File: config.mk
export PLATFORM = sky130hd
export DESIGN_NAME = bht_ctrl
export DESIGN_NICKNAME = d
export VERILOG_FILES = /design/src/rtl/bht_ctrl_pkg.sv /design/src/rtl/bht_table.sv /design/src/rtl/bht_ctrl.sv
export SDC_FILE = /design/constraint.sdc
export NUM_CORES = 1
export LEC_CHECK = 0
export ABC_CLOCK_PERIOD_IN_PS = 4400
export CAP_MARGIN = 20
export CORE_ASPECT_RATIO = 0.9
export CORE_MARGIN = 4
export CORE_UTILIZATION = 40
export CTS_BUF_LIST = sky130_fd_sc_hd__clkbuf_8 sky130_fd_sc_hd__clkbuf_16
export CTS_CLUSTER_DIAMETER = 60
export DETAILED_ROUTE_END_ITERATION = 6
export PLACE_DENSITY = 0.67
export SETUP_SLACK_MARGIN = 0.5
export SLEW_MARGIN = 25
export SYNTH_ARGS = -nofsm -noshare
export SYNTH_HDL_FRONTEND = slang
export SYNTH_SLANG_ARGS = --single-unit
File: constraint.sdc
create_clock -name clk -period 4.4 [get_ports clk]
set_input_delay 0.66 -clock clk [delete_from_list [all_inputs] [get_ports clk]]
set_output_delay 0.66 -clock clk [all_outputs]
set_load 0.005 [all_outputs]
File: src/rtl/bht_ctrl_pkg.sv
// Shared definitions for the branch history table: counter encodings,
// controller states and the saturating counter helpers.
package bht_ctrl_pkg;

  localparam logic [1:0] SNT = 2'b00;
  localparam logic [1:0] WNT = 2'b01;
  localparam logic [1:0] WT  = 2'b10;
  localparam logic [1:0] ST  = 2'b11;

  typedef enum logic {
    INIT  = 1'b0,
    READY = 1'b1
  } state_t;

  function automatic logic [1:0] sat_inc(input logic [1:0] cnt);
    return (cnt == ST) ? ST : cnt + 2'd1;
  endfunction

  function automatic logic [1:0] sat_dec(input logic [1:0] cnt);
    return (cnt == SNT) ? SNT : cnt - 2'd1;
  endfunction

endpackage

File: src/rtl/bht_table.sv
// Entry storage for the branch history table: one asynchronous read port and
// one write port that can update either the whole entry or only its counter.
module bht_table #(
  parameter int INDEX_W = 6,
  parameter int TAG_W   = 8
) (
  input  logic               clk,
  input  logic [INDEX_W-1:0] rd_idx,
  output logic               rd_valid,
  output logic [TAG_W-1:0]   rd_tag,
  output logic [1:0]         rd_cnt,
  input  logic               wr_en,
  input  logic               wr_cnt_only,
  input  logic [INDEX_W-1:0] wr_idx,
  input  logic               wr_valid,
  input  logic [TAG_W-1:0]   wr_tag,
  input  logic [1:0]         wr_cnt
);

  localparam int DEPTH = 1 << INDEX_W;

  // No reset here: the controller sweeps the valid bits clear after reset.
  logic             entry_valid [DEPTH];
  logic [TAG_W-1:0] entry_tag   [DEPTH];
  logic [1:0]       entry_cnt   [DEPTH];

  always_ff @(posedge clk) begin
    if (wr_en) begin
      entry_cnt[wr_idx] <= wr_cnt;
      if (!wr_cnt_only) begin
        entry_valid[wr_idx] <= wr_valid;
        entry_tag[wr_idx]   <= wr_tag;
      end
    end
  end

  assign rd_valid = entry_valid[rd_idx];
  assign rd_tag   = entry_tag[rd_idx];
  assign rd_cnt   = entry_cnt[rd_idx];

endmodule

File: src/rtl/bht_ctrl.sv
// Branch history table controller: IF-stage lookup, EX-stage counter update or
// allocation, post-reset invalidation sweep, and branch/mispredict statistics.
//
//   state | meaning
//   INIT  | clearing one entry per cycle; lookups miss, updates ignored
//   READY | serving lookups and applying EX-stage resolutions
module bht_ctrl
  import bht_ctrl_pkg::*;
#(
  parameter int INDEX_W = 6,
  parameter int TAG_W   = 8
) (
  input  logic        clk,
  input  logic        rst_n,
  input  logic [31:0] pc_if,
  output logic        bht_hit,
  output logic [1:0]  bht_pred_br,
  output logic        pred_taken,
  input  logic        br_valid_ex,
  input  logic [31:0] pc_ex,
  input  logic        br_taken_ex,
  input  logic        bht_hit_ex,
  input  logic [1:0]  bht_pred_br_ex,
  input  logic        bubbleE,
  output logic        mispredict_ex,
  output logic        init_done,
  output logic [31:0] br_count,
  output logic [31:0] mispred_count
);

  state_t             state, state_nx;
  logic [INDEX_W-1:0] sweep_idx;
  logic               update;

  logic               rd_valid;
  logic [TAG_W-1:0]   rd_tag;
  logic [1:0]         rd_cnt;

  logic               wr_en;
  logic               wr_cnt_only;
  logic [INDEX_W-1:0] wr_idx;
  logic               wr_valid;
  logic [TAG_W-1:0]   wr_tag;
  logic [1:0]         wr_cnt;

  logic [INDEX_W-1:0] idx_if, idx_ex;
  logic [TAG_W-1:0]   tag_if, tag_ex;
  logic               unused_pc;

  assign idx_if = pc_if[INDEX_W+1:2];
  assign tag_if = pc_if[INDEX_W+2 +: TAG_W];
  assign idx_ex = pc_ex[INDEX_W+1:2];
  assign tag_ex = pc_ex[INDEX_W+2 +: TAG_W];
  assign unused_pc = ^{pc_if[31:INDEX_W+2+TAG_W], pc_if[1:0],
                       pc_ex[31:INDEX_W+2+TAG_W], pc_ex[1:0]};

  bht_table #(.INDEX_W(INDEX_W), .TAG_W(TAG_W)) u_table (
    .clk         (clk),
    .rd_idx      (idx_if),
    .rd_valid    (rd_valid),
    .rd_tag      (rd_tag),
    .rd_cnt      (rd_cnt),
    .wr_en       (wr_en),
    .wr_cnt_only (wr_cnt_only),
    .wr_idx      (wr_idx),
    .wr_valid    (wr_valid),
    .wr_tag      (wr_tag),
    .wr_cnt      (wr_cnt)
  );

  always_ff @(posedge clk) begin
    if (!rst_n) state <= INIT;
    else        state <= state_nx;
  end

  always_comb begin
    state_nx = state;
    case (state)
      INIT:    if (&sweep_idx) state_nx = READY;
      READY:   state_nx = READY;
      default: state_nx = INIT;
    endcase
  end

  always_ff @(posedge clk) begin
    if (!rst_n)             sweep_idx <= '0;
    else if (state == INIT) sweep_idx <= sweep_idx + 1'b1;
  end

  assign update        = (state == READY) & br_valid_ex & ~bubbleE;
  assign mispredict_ex = br_valid_ex & ~bubbleE &
                         ((bht_hit_ex & bht_pred_br_ex[1]) != br_taken_ex);

  always_comb begin
    wr_en       = 1'b0;
    wr_cnt_only = 1'b0;
    wr_idx      = sweep_idx;
    wr_valid    = 1'b0;
    wr_tag      = '0;
    wr_cnt      = SNT;
    init_done   = (state == READY);
    case (state)
      INIT: wr_en = rst_n;
      READY: begin
        wr_idx   = idx_ex;
        wr_valid = 1'b1;
        wr_tag   = tag_ex;
        if (bht_hit_ex) begin
          // The counter carried down the pipe is the base, not the table copy.
          wr_en       = rst_n & update;
          wr_cnt_only = 1'b1;
          wr_cnt      = br_taken_ex ? sat_inc(bht_pred_br_ex) : sat_dec(bht_pred_br_ex);
        end else begin
          wr_en  = rst_n & update & br_taken_ex;
          wr_cnt = WT;
        end
      end
      default: wr_en = 1'b0;
    endcase
  end

  assign bht_hit     = (state == READY) & rd_valid & (rd_tag == tag_if);
  assign bht_pred_br = bht_hit ? rd_cnt : SNT;
  assign pred_taken  = bht_hit & bht_pred_br[1];

  always_ff @(posedge clk) begin
    if (!rst_n) begin
      br_count      <= '0;
      mispred_count <= '0;
    end else if (update) begin
      br_count <= br_count + 32'd1;
      if (mispredict_ex) mispred_count <= mispred_count + 32'd1;
    end
  end

endmodule
After elaboration in Yosys (flattened, before gate mapping)
Memories as Yosys holds them, arrays and structs flattened.
Cells that the tools add are included.

operators by class
  $add $sub $neg = 5
  eq/ne operators = 3
  mux-type cells = 20
  bitwise operators = 12
  reduce and logical (&&, ||, !) cells = 3

operators by type and width
  kind                     count
  $add A32 B1 Y32 const B  2
  $mux W2                  6
  $and A1 B1 Y1            10
  $mux W1                  10
  $eq A8 B8 Y1             1
  $mux W8                  1
  $add A6 B1 Y6 const B    1
  $mux W6                  1
  $reduce_and A6 Y1        1
  $pmux W1 S2              2
  $add A2 B1 Y2 const B    1
  $eq A2 B2 Y1 const B     1
  $logic_not A2 Y1         1
  $not A1 Y1               2
  $reduce_and A2 Y1        1
  $sub A2 B1 Y2 const B    1
  $ne A1 B1 Y1             1

storage, ports and cells
  register bits = 71
  RAM bits = 704
  bits of input ports = 72
  output and inout port bits = 70
  logic and storage cells = 50
  memories = 3

memories
  name                 depth  width  read ports  clocked after Yosys merged registers in  write ports  RTL line         text
  u_table.entry_tag    64     8      1           0                                        1            bht_table.sv:24  logic [TAG_W-1:0] entry_tag [DEPTH];
  u_table.entry_cnt    64     2      1           0                                        1            bht_table.sv:25  logic [1:0] entry_cnt [DEPTH];
  u_table.entry_valid  64     1      1           0                                        1            bht_table.sv:23  logic entry_valid [DEPTH];

Longest topological paths before layout
Gate-level depths: netlist of the first run.

  word-level depth = 8
  mapped depth = 13
  mapped depth without buffers = 7

Modules after synthesis
A second synthesis of the first run with hierarchy kept.

second synthesis, totals
  cell total of the unflattened synthesis = 1785
  area, all modules = 31391.4 um^2

modules (own cells, without submodules)
  module     times used  cells each  area each (um^2)  sequential area each (um^2)
  bht_table  1           1343        27689.1           21140.3
  bht_ctrl   1           442         3702.3            1421.4

Least setup slack after synthesis of the first run
Ideal clock, no wire load.

  kind = flip-flop to flip-flop
  from = register state, in the netlist init_done
  to = memory u_table.entry_cnt[0][0] (data pin)
  setup time = 0.548 ns
  arrival time = 3.856 ns
  required time = 3.852 ns
  path slack = -0.004 ns
  stages on the path, launching flop included = 5
  path buffers = 2
  period minus slack after synthesis = 4.404 ns
  path through = dfxtp_1 -> clkbuf_1 -> buf_1 -> nand2_1 -> a21oi_1

between the ends
  word-level cells in the longest chain between the ends = 1

RTL lines
  what                    RTL line         text
  from (decl)             bht_ctrl.sv:31   state_t state, state_nx;
  from (signal assigned)  bht_ctrl.sv:73   else state <= state_nx;
  $mux W2                 bht_ctrl.sv:102  case (state)
  via u_table.wr_cnt[0]   bht_table.sv:17  input logic [1:0] wr_cnt
  to (decl)               bht_table.sv:25

The timed path passes the listed nets, and every way through them passes these cells.

Worst setup path after layout of the first run
  from = input pc_if[2]
  to = output bht_pred_br[0]

between the ends
  word-level cells in the longest chain between the ends = 4
  elaborated cells on any way between the ends = 7
  classes of those cells = 1 x eq/ne; 1 x mux; 2 x bitwise; 3 x memory

RTL lines
  what                                                     RTL line         text
  from (decl)                                              bht_ctrl.sv:15   input logic [31:0] pc_if,
  $mem_v2 Z64 W8 / $mem_v2 Z64 W1 (equally long branches)  -
  $eq A8 B8 Y1 / $and A1 B1 Y1 (equally long branches)     bht_ctrl.sv:122  assign bht_hit = (state == READY) & rd_valid & (rd_tag == tag_if);
  $and A1 B1 Y1                                            bht_ctrl.sv:122
  $mux W2 *                                                bht_ctrl.sv:123  assign bht_pred_br = bht_hit ? rd_cnt : SNT;
  to (decl)                                                bht_ctrl.sv:17   output logic [1:0] bht_pred_br,

Every way passes the cells marked *; elsewhere a longest branch is shown, timed or not.

==> reports/qor.txt, run 1 <==
CTS tree = yes
Total gr overflow = 0
Clock buffer count from CTS = 81
Layout cells sized above 1 = 27.20%
Antenna violations before repair = 2
DR pass1 iterations = 5
CTS sink count = 775
Final GP Congestion = 0.9884
Die ar. = 84000 µm²
EDFF count, synth = 704
Yosys top cell by area = edfxtp_1
Crit-path cells = clkbuf_16 > buf_16 > buf_16 > mux4_2 > mux2i_1 > o2111ai_1 > a31oi_2 > o2111ai_4 > buf_4 > nor4_2 > buf_4 > buf_6
Hold buffer count at cts = 0
Critical path class = input pin to output port
Xor/xnor share of the synthesized area = 1.709%
Pwr/cell area = 399.4 nW/µm²
Yosys warnings = 0
Critical Path AT = 3.47 ns
Antenna Violating Nets Remaining = 0
H-tree lvl count = 3
Initial Util = 40.58%
Largest net degree at the start of global routing = 65
Seq/Total Area, Yosys = 71.02%
Critical Path End Type = output port
DRC = 0
Detailed Route WL = 82.42 mm
F_max = 242.0 MHz
Port bufs = 105
I/O pin cnt = 142
Status = completed
Relative slew slack = 36.44%
Final worst path period need = 4.133 ns
Pins Over Slew Limit = 0
Vias = 18.42k
VDD IR-drop max = 230.5 µV
Die height = 275.4 µm
Synth top area cells = edfxtp_1, mux4_2, dfxtp_1
CP peak stage delay = 0.52 ns
Syn Area/Cell = 17.58 µm²
Unrepaired setup endpoints after global routing = yes
Reg2reg setup slack = 1.54 ns
Post-DR vias/cell = 5.641
Max cap viols = 0
Min setup slack post-route = 0.2673 ns
Part of the cycle the worst path needs = 93.92%
Overall power = 0.01555 W
WL/cell = 25.24 µm
Post-synth top flop = edfxtp_1
Synth Net Count = 1882
Overall Global Routing Usage = 19.40%
Rows = 97
Vias in the first global route = 18.60k
Hold Path Class = input pin to flop
#FFs+latches synth = 775
Leak pwr = 13.63 nW
DRT iter0 DRCs = 2011
Mux cell area share after synthesis = 14.40%
Post-synth top area share = 66.55%
Async S/R FF share, synth = 0%
Synth Area in Compound Gates = 3.068%
Clock skew = 0.02192 ns
Clock Latency Late Sink = 0.63 ns
Post-Synthesis Cell Area = 31770 µm²
Worst slack, placed = -0.2571 ns
Largest family of logic cells by synthesized area = multiplexers
Die width = 305.1 µm
Layout area overhead = 22.59%
Worst path required time = 3.74 ns
Cells after Synth = 1807
Worst-path clk slew = 0.06 ns
Root Driver = clkbuf_16
Synth cell types = 72
Setup violations, final = 0
Hold Violations, Final = 0
CP max FO = 11
Core box area = 78280 µm²
NumNets Final = 2238
Adder-Cell Fraction of Synth Area = 0.1182%
Simple-gate share of the synthesized area = 7.735%
Slowest CP cell = mux4_2
CTS max path bufs = 3
Startpoint types = input pin
Global-route wire length before repair = 121.5 mm
Dpl hpwl = 53.90 mm
Worst slew pin tran = 0.9535 ns
==> layout make-up <==
type | count | area [µm²]
clock inverter | 60 | 509.2
fill | 6293 | 39340
multi-input combinational | 929 | 8870
clock buffer | 84 | 2102
tap | 1039 | 1300
inverter | 14 | 57.56
sequential | 775 | 22570
timing repair buffer | 362 | 3536
antenna | 2 | 5.005
==> path summary, 6_finish.rpt <==
| path | end | depth (start not counted) | start |
|---|---|---|---|
| worst min-delay path | init_done | 2 | rst_n |
| worst max-delay path | bht_pred_br[0] | 12 | pc_if[2] |
| worst min register to register | mispred_count[31] | 2 | mispred_count[31] |
| worst max register to register | br_count[31] | 7 | init_done |
==> worst max-delay path, delay by kind of cell <==
family / cells / cell delay [ns]
compound gates: 3 / 0.83
buf+inv: 6 / 0.96
simple gates: 1 / 0.16
mux: 2 / 0.83
==> logic make-up (layout without fill, tap and decap cells) <==
family          after synthesis  after routing
flops                       775            775
simple gates                492            492
mux                         244            244
compound gates              128            128
buf+inv                     103            520
xor+xnor                     62             62
fa+ha+maj                     3              3
other cells                   0              2
==> report_power, final <==
part	total [W]	internal [W]	leakage, nW	switching (W)
clock network	0.00673	0.00393	1.33	0.00281
registers	0.00794	0.00793	7.43	0.00000809
logic	0.000879	0.000425	4.87	0.000454
==> flip-flops by register name (all words and copies together), names as in the netlist <==
register / cells
br_count: 32
init_done: 1
mispred_count: 32
sweep_idx: 6
u_table.entry_cnt: 128
u_table.entry_tag: 512
u_table.entry_valid: 64
==> synth_stat cells, types with 4 or more instances <==
library cell  count
a211oi_1          5
a21boi_0          7
a21oi_1           9
a221oi_1          6
a22o_1           12
a22oi_1           8
a31oi_1           6
a32oi_1           9
and2_1           79
and3_1           15
and4_1            8
buf_12            4
buf_2            19
buf_4            18
buf_6            10
clkbuf_1         35
dfxtp_1          71
edfxtp_1        704
inv_1            12
mux2_2           11
mux2i_1          72
mux4_1           28
mux4_2          133
nand2_1          91
nand2b_1         13
nand3_1          44
nand4_1          17
nor2_1          158
nor2b_1          19
nor3_1            9
nor3b_1           5
nor4_1           11
o2111ai_1         6
o21ai_0          20
o22ai_1           9
o31ai_1           5
o32ai_1           4
or3_1             6
xnor2_1          46
xor2_1           16
==> what timing repair did <==
| item | 4_1_cts | 5_1_grt |
|---|---|---|
| buffers inserted | 17 | 8 |
| endpoints found under the setup margin | 4 | 4 |
| hold endpoints to repair | 0 | 0 |
| resized for setup | 81 | 38 |
| cloned | 3 | 1 |
| pin swaps | 23 | 12 |
==> per-stage QoR <==
stage                     setup TNS, ns  cells  cell area, µm²  hold WS [ns]  utilization (%)
after floorplan                       0   1807           31770        0.4804                -
after global placement           -1.119   3090           35620        0.4757            45.50
after detailed placement        -0.9702   3090           35620        0.5038            45.50
after CTS                             0   3254           38720        0.3523            49.46
after global routing                  0   3264           38940        0.3776            49.75
final                                 0   3265           38940        0.3852            49.75
==> layer usage <==
layer	global-route usage (%)	up-vias	part of all wire (%)
met5	0.9643	-	0.14
met4	7.447	2	3.8
met3	4.903	205	9.8
met2	30.64	916	47
met1	26.05	9397	40
li1	-	7898	-
==> layout by cell type (no fill, tap or decap), types with 12 or more instances in the layout <==
master / synthesis / routed
nand4_1: 17 / 17
mux2i_1: 72 / 68
clkinv_2: 0 / 12
xnor2_1: 46 / 46
buf_12: 4 / 28
xor2_1: 16 / 16
inv_1: 12 / 27
nor2b_1: 19 / 19
clkinv_1: 0 / 14
dfxtp_1: 71 / 70
mux4_2: 133 / 147
buf_4: 18 / 216
nand3_1: 44 / 41
clkdlybuf4s50_1: 0 / 94
mux4_1: 28 / 14
nor2_1: 158 / 158
o21ai_0: 20 / 15
edfxtp_1: 704 / 704
nand2b_1: 13 / 13
and2_1: 79 / 70
and3_1: 15 / 15
clkbuf_16: 0 / 86
nand2_1: 91 / 89
Power figures use the tool's default switching activity.
==> inputs of run 2 (changes only) <==
--- a/config.mk
+++ b/config.mk
@@ -8,10 +8,8 @@
 export ABC_CLOCK_PERIOD_IN_PS = 4400
 export CAP_MARGIN = 20
 export CORE_ASPECT_RATIO = 0.9
-export CORE_MARGIN = 4
 export CORE_UTILIZATION = 40
 export CTS_BUF_LIST = sky130_fd_sc_hd__clkbuf_8 sky130_fd_sc_hd__clkbuf_16
-export CTS_CLUSTER_DIAMETER = 60
 export DETAILED_ROUTE_END_ITERATION = 6
 export PLACE_DENSITY = 0.67
 export SETUP_SLACK_MARGIN = 0.5
==> reports/qor.txt, run 2 (synthesis gave the netlist of run 1 again) <==
Status = completed
F_max = 244.9 MHz
CP startpoint = pc_if[2]
Pwr/cell area = 397.7 nW/µm²
CTS tree = yes
Unrepaired setup endpoints after global routing = yes
Critical Path AT = 3.42 ns
H-tree lvl count = 3
CP max FO = 12
Antenna violations before repair = 4
DP Cell Count = 3070
I/O pin cnt = 142
Initial Util = 40.64%
Antenna Violating Nets Remaining = 0
Clock Latency Late Sink = 0.63 ns
CTS max path bufs = 3
Layout cells sized above 1 = 23.84%
Max FFs per register = 512
Overall Global Routing Usage = 19.91%
Crit Reg-Reg Startpoint = init_done
Reg2reg setup slack = 1.45 ns
WL/cell = 24.95 µm
Final worst path period need = 4.083 ns
Hold buffer count at cts = 0
Pins Over Slew Limit = 0
Clock buffer count from CTS = 80
Commonest non-fill, non-tap cell in the layout = edfxtp_1
CTS sink count = 775
Leak pwr = 13.31 nW
Detailed Route WL = 80.35 mm
Commonest cells after routing, fill and taps aside = edfxtp_1, buf_4, nor2_1
Relative slew slack = 30.33%
Cell Count, Final, Fillers Out = 3221
Die ar. = 80550 µm²
Hold path cells = 2
R2r worst-path depth = 7
Largest regs = u_table.entry_tag: 512 flops, u_table.entry_cnt: 128 flops, u_table.entry_valid: 64 flops
Root Driver = clkbuf_16
Layout area overhead = 20.00%
Die width = 299.1 µm
Hold Violations, Final = 0
Post-DR vias/cell = 5.641
Global-route wire length before repair = 119.1 mm
Critical Path End Type = output port
Hold EP = mispred_count[29]
Finished Core Util = 48.78%
Vias in the first global route = 18.07k
DR pass1 iterations = 7
Max cap viols = 0
HP Start = mispred_count[29]
Final GP Congestion = 0.9710
Rows = 97
Critical path class = input pin to output port
Clock skew = 0.01615 ns
Most flop-heavy register = u_table.entry_tag
Grt met2 use = 31.37%
Vias = 18.17k
DRC = 0
Routing usage on met3 = 3.827%
Largest net degree at the start of global routing = 73
Core box area = 78160 µm²
Most Used Layer, Global Route = met2
Worst-path clk slew = 0.05 ns
Part of the cycle the worst path needs = 92.79%
Worst path required time = 3.74 ns
Total gr overflow = 0
# fillers = 6441
NumNets Final = 2195
M1 GR Usage = 27.63%
DRT iter0 DRCs = 2191
Dpl hpwl = 52.40 mm
Worst slew pin tran = 1.043 ns
Hold Path Class = flop to flop
Setup violations, final = 0
VDD IR-drop max = 271.9 µV
Die height = 269.4 µm
Port bufs = 105
Startpoint types = input pin
R2R Path End = br_count[31]
==> run 2: final cells by class <==
cell class / count / area (µm²) / share of cell area, %
timing repair buffer: 320 / 3008 / 7.890
sequential: 775 / 22570 / 59.19
inverter: 14 / 55.05 / 0.1444
clock inverter: 55 / 397.9 / 1.044
antenna: 5 / 12.51 / 0.03282
tap: 1039 / 1300 / 3.410
multi-input combinational: 929 / 8705 / 22.83
clock buffer: 84 / 2079 / 5.455
==> run 2: worst max path at each step <==
stage                                 to  slack (ns)  cells after the start
after global placement    bht_pred_br[1]       -0.26                     10
after floorplan           bht_pred_br[1]        0.60                     11
after CTS                 bht_pred_br[1]        0.34                     11
final                     bht_pred_br[1]        0.32                     11
after detailed placement         bht_hit       -0.22                     10
after global routing      bht_pred_br[1]        0.29                      9
==> run 2: per-stage QoR <==
step / cell area (µm²) / total power (W) / hold WS [ns] / worst slack (ns) / TNS [ns]
final: 38120 / 0.01516 / 0.5124 / 0.3171 / 0
after global routing: 38120 / 0.01558 / 0.5547 / 0.2890 / 0
after CTS: 38070 / 0.01525 / 0.5160 / 0.3376 / 0
after detailed placement: 35380 / 0.008843 / 0.5085 / -0.2187 / -0.7817
after global placement: 35360 / 0.008836 / 0.4777 / -0.2643 / -0.9209
after floorplan: 31770 / 0.008533 / 0.4804 / 0.5972 / 0
==> run 2: worst max-delay path: stages <==
cell	delay, ns
clkbuf_8	0.19
buf_12	0.19
mux4_1	0.61
a22o_1	0.25
o2111ai_1	0.16
or4b_1	0.45
or3b_4	0.41
nand4_1	0.15
nor4_2	0.06
buf_4	0.16
buf_6	0.11
==> run 2: what timing repair did <==
| action | 4_1_cts | 5_1_grt |
|---|---|---|
| setup endpoints to repair | 4 | 4 |
| pin swaps | 17 | 6 |
| setup buffers | 4 | 0 |
| gates resized for setup | 54 | 4 |
| cloned | 3 | 0 |
==> run 2: power by group <==
part / switching (W) / internal, W / total [W]
clock: 0.00277 / 0.00366 / 0.00643
sequential: 0.00000801 / 0.00793 / 0.00794
combinational: 0.000420 / 0.000372 / 0.000792
==> run 2: routing by layer <==
layer  share of wire, %  vias up
met1                 41     9318
met5                  0        -
met4                3.6        0
li1                   -     7818
met3                8.3      173
met2                 47      861
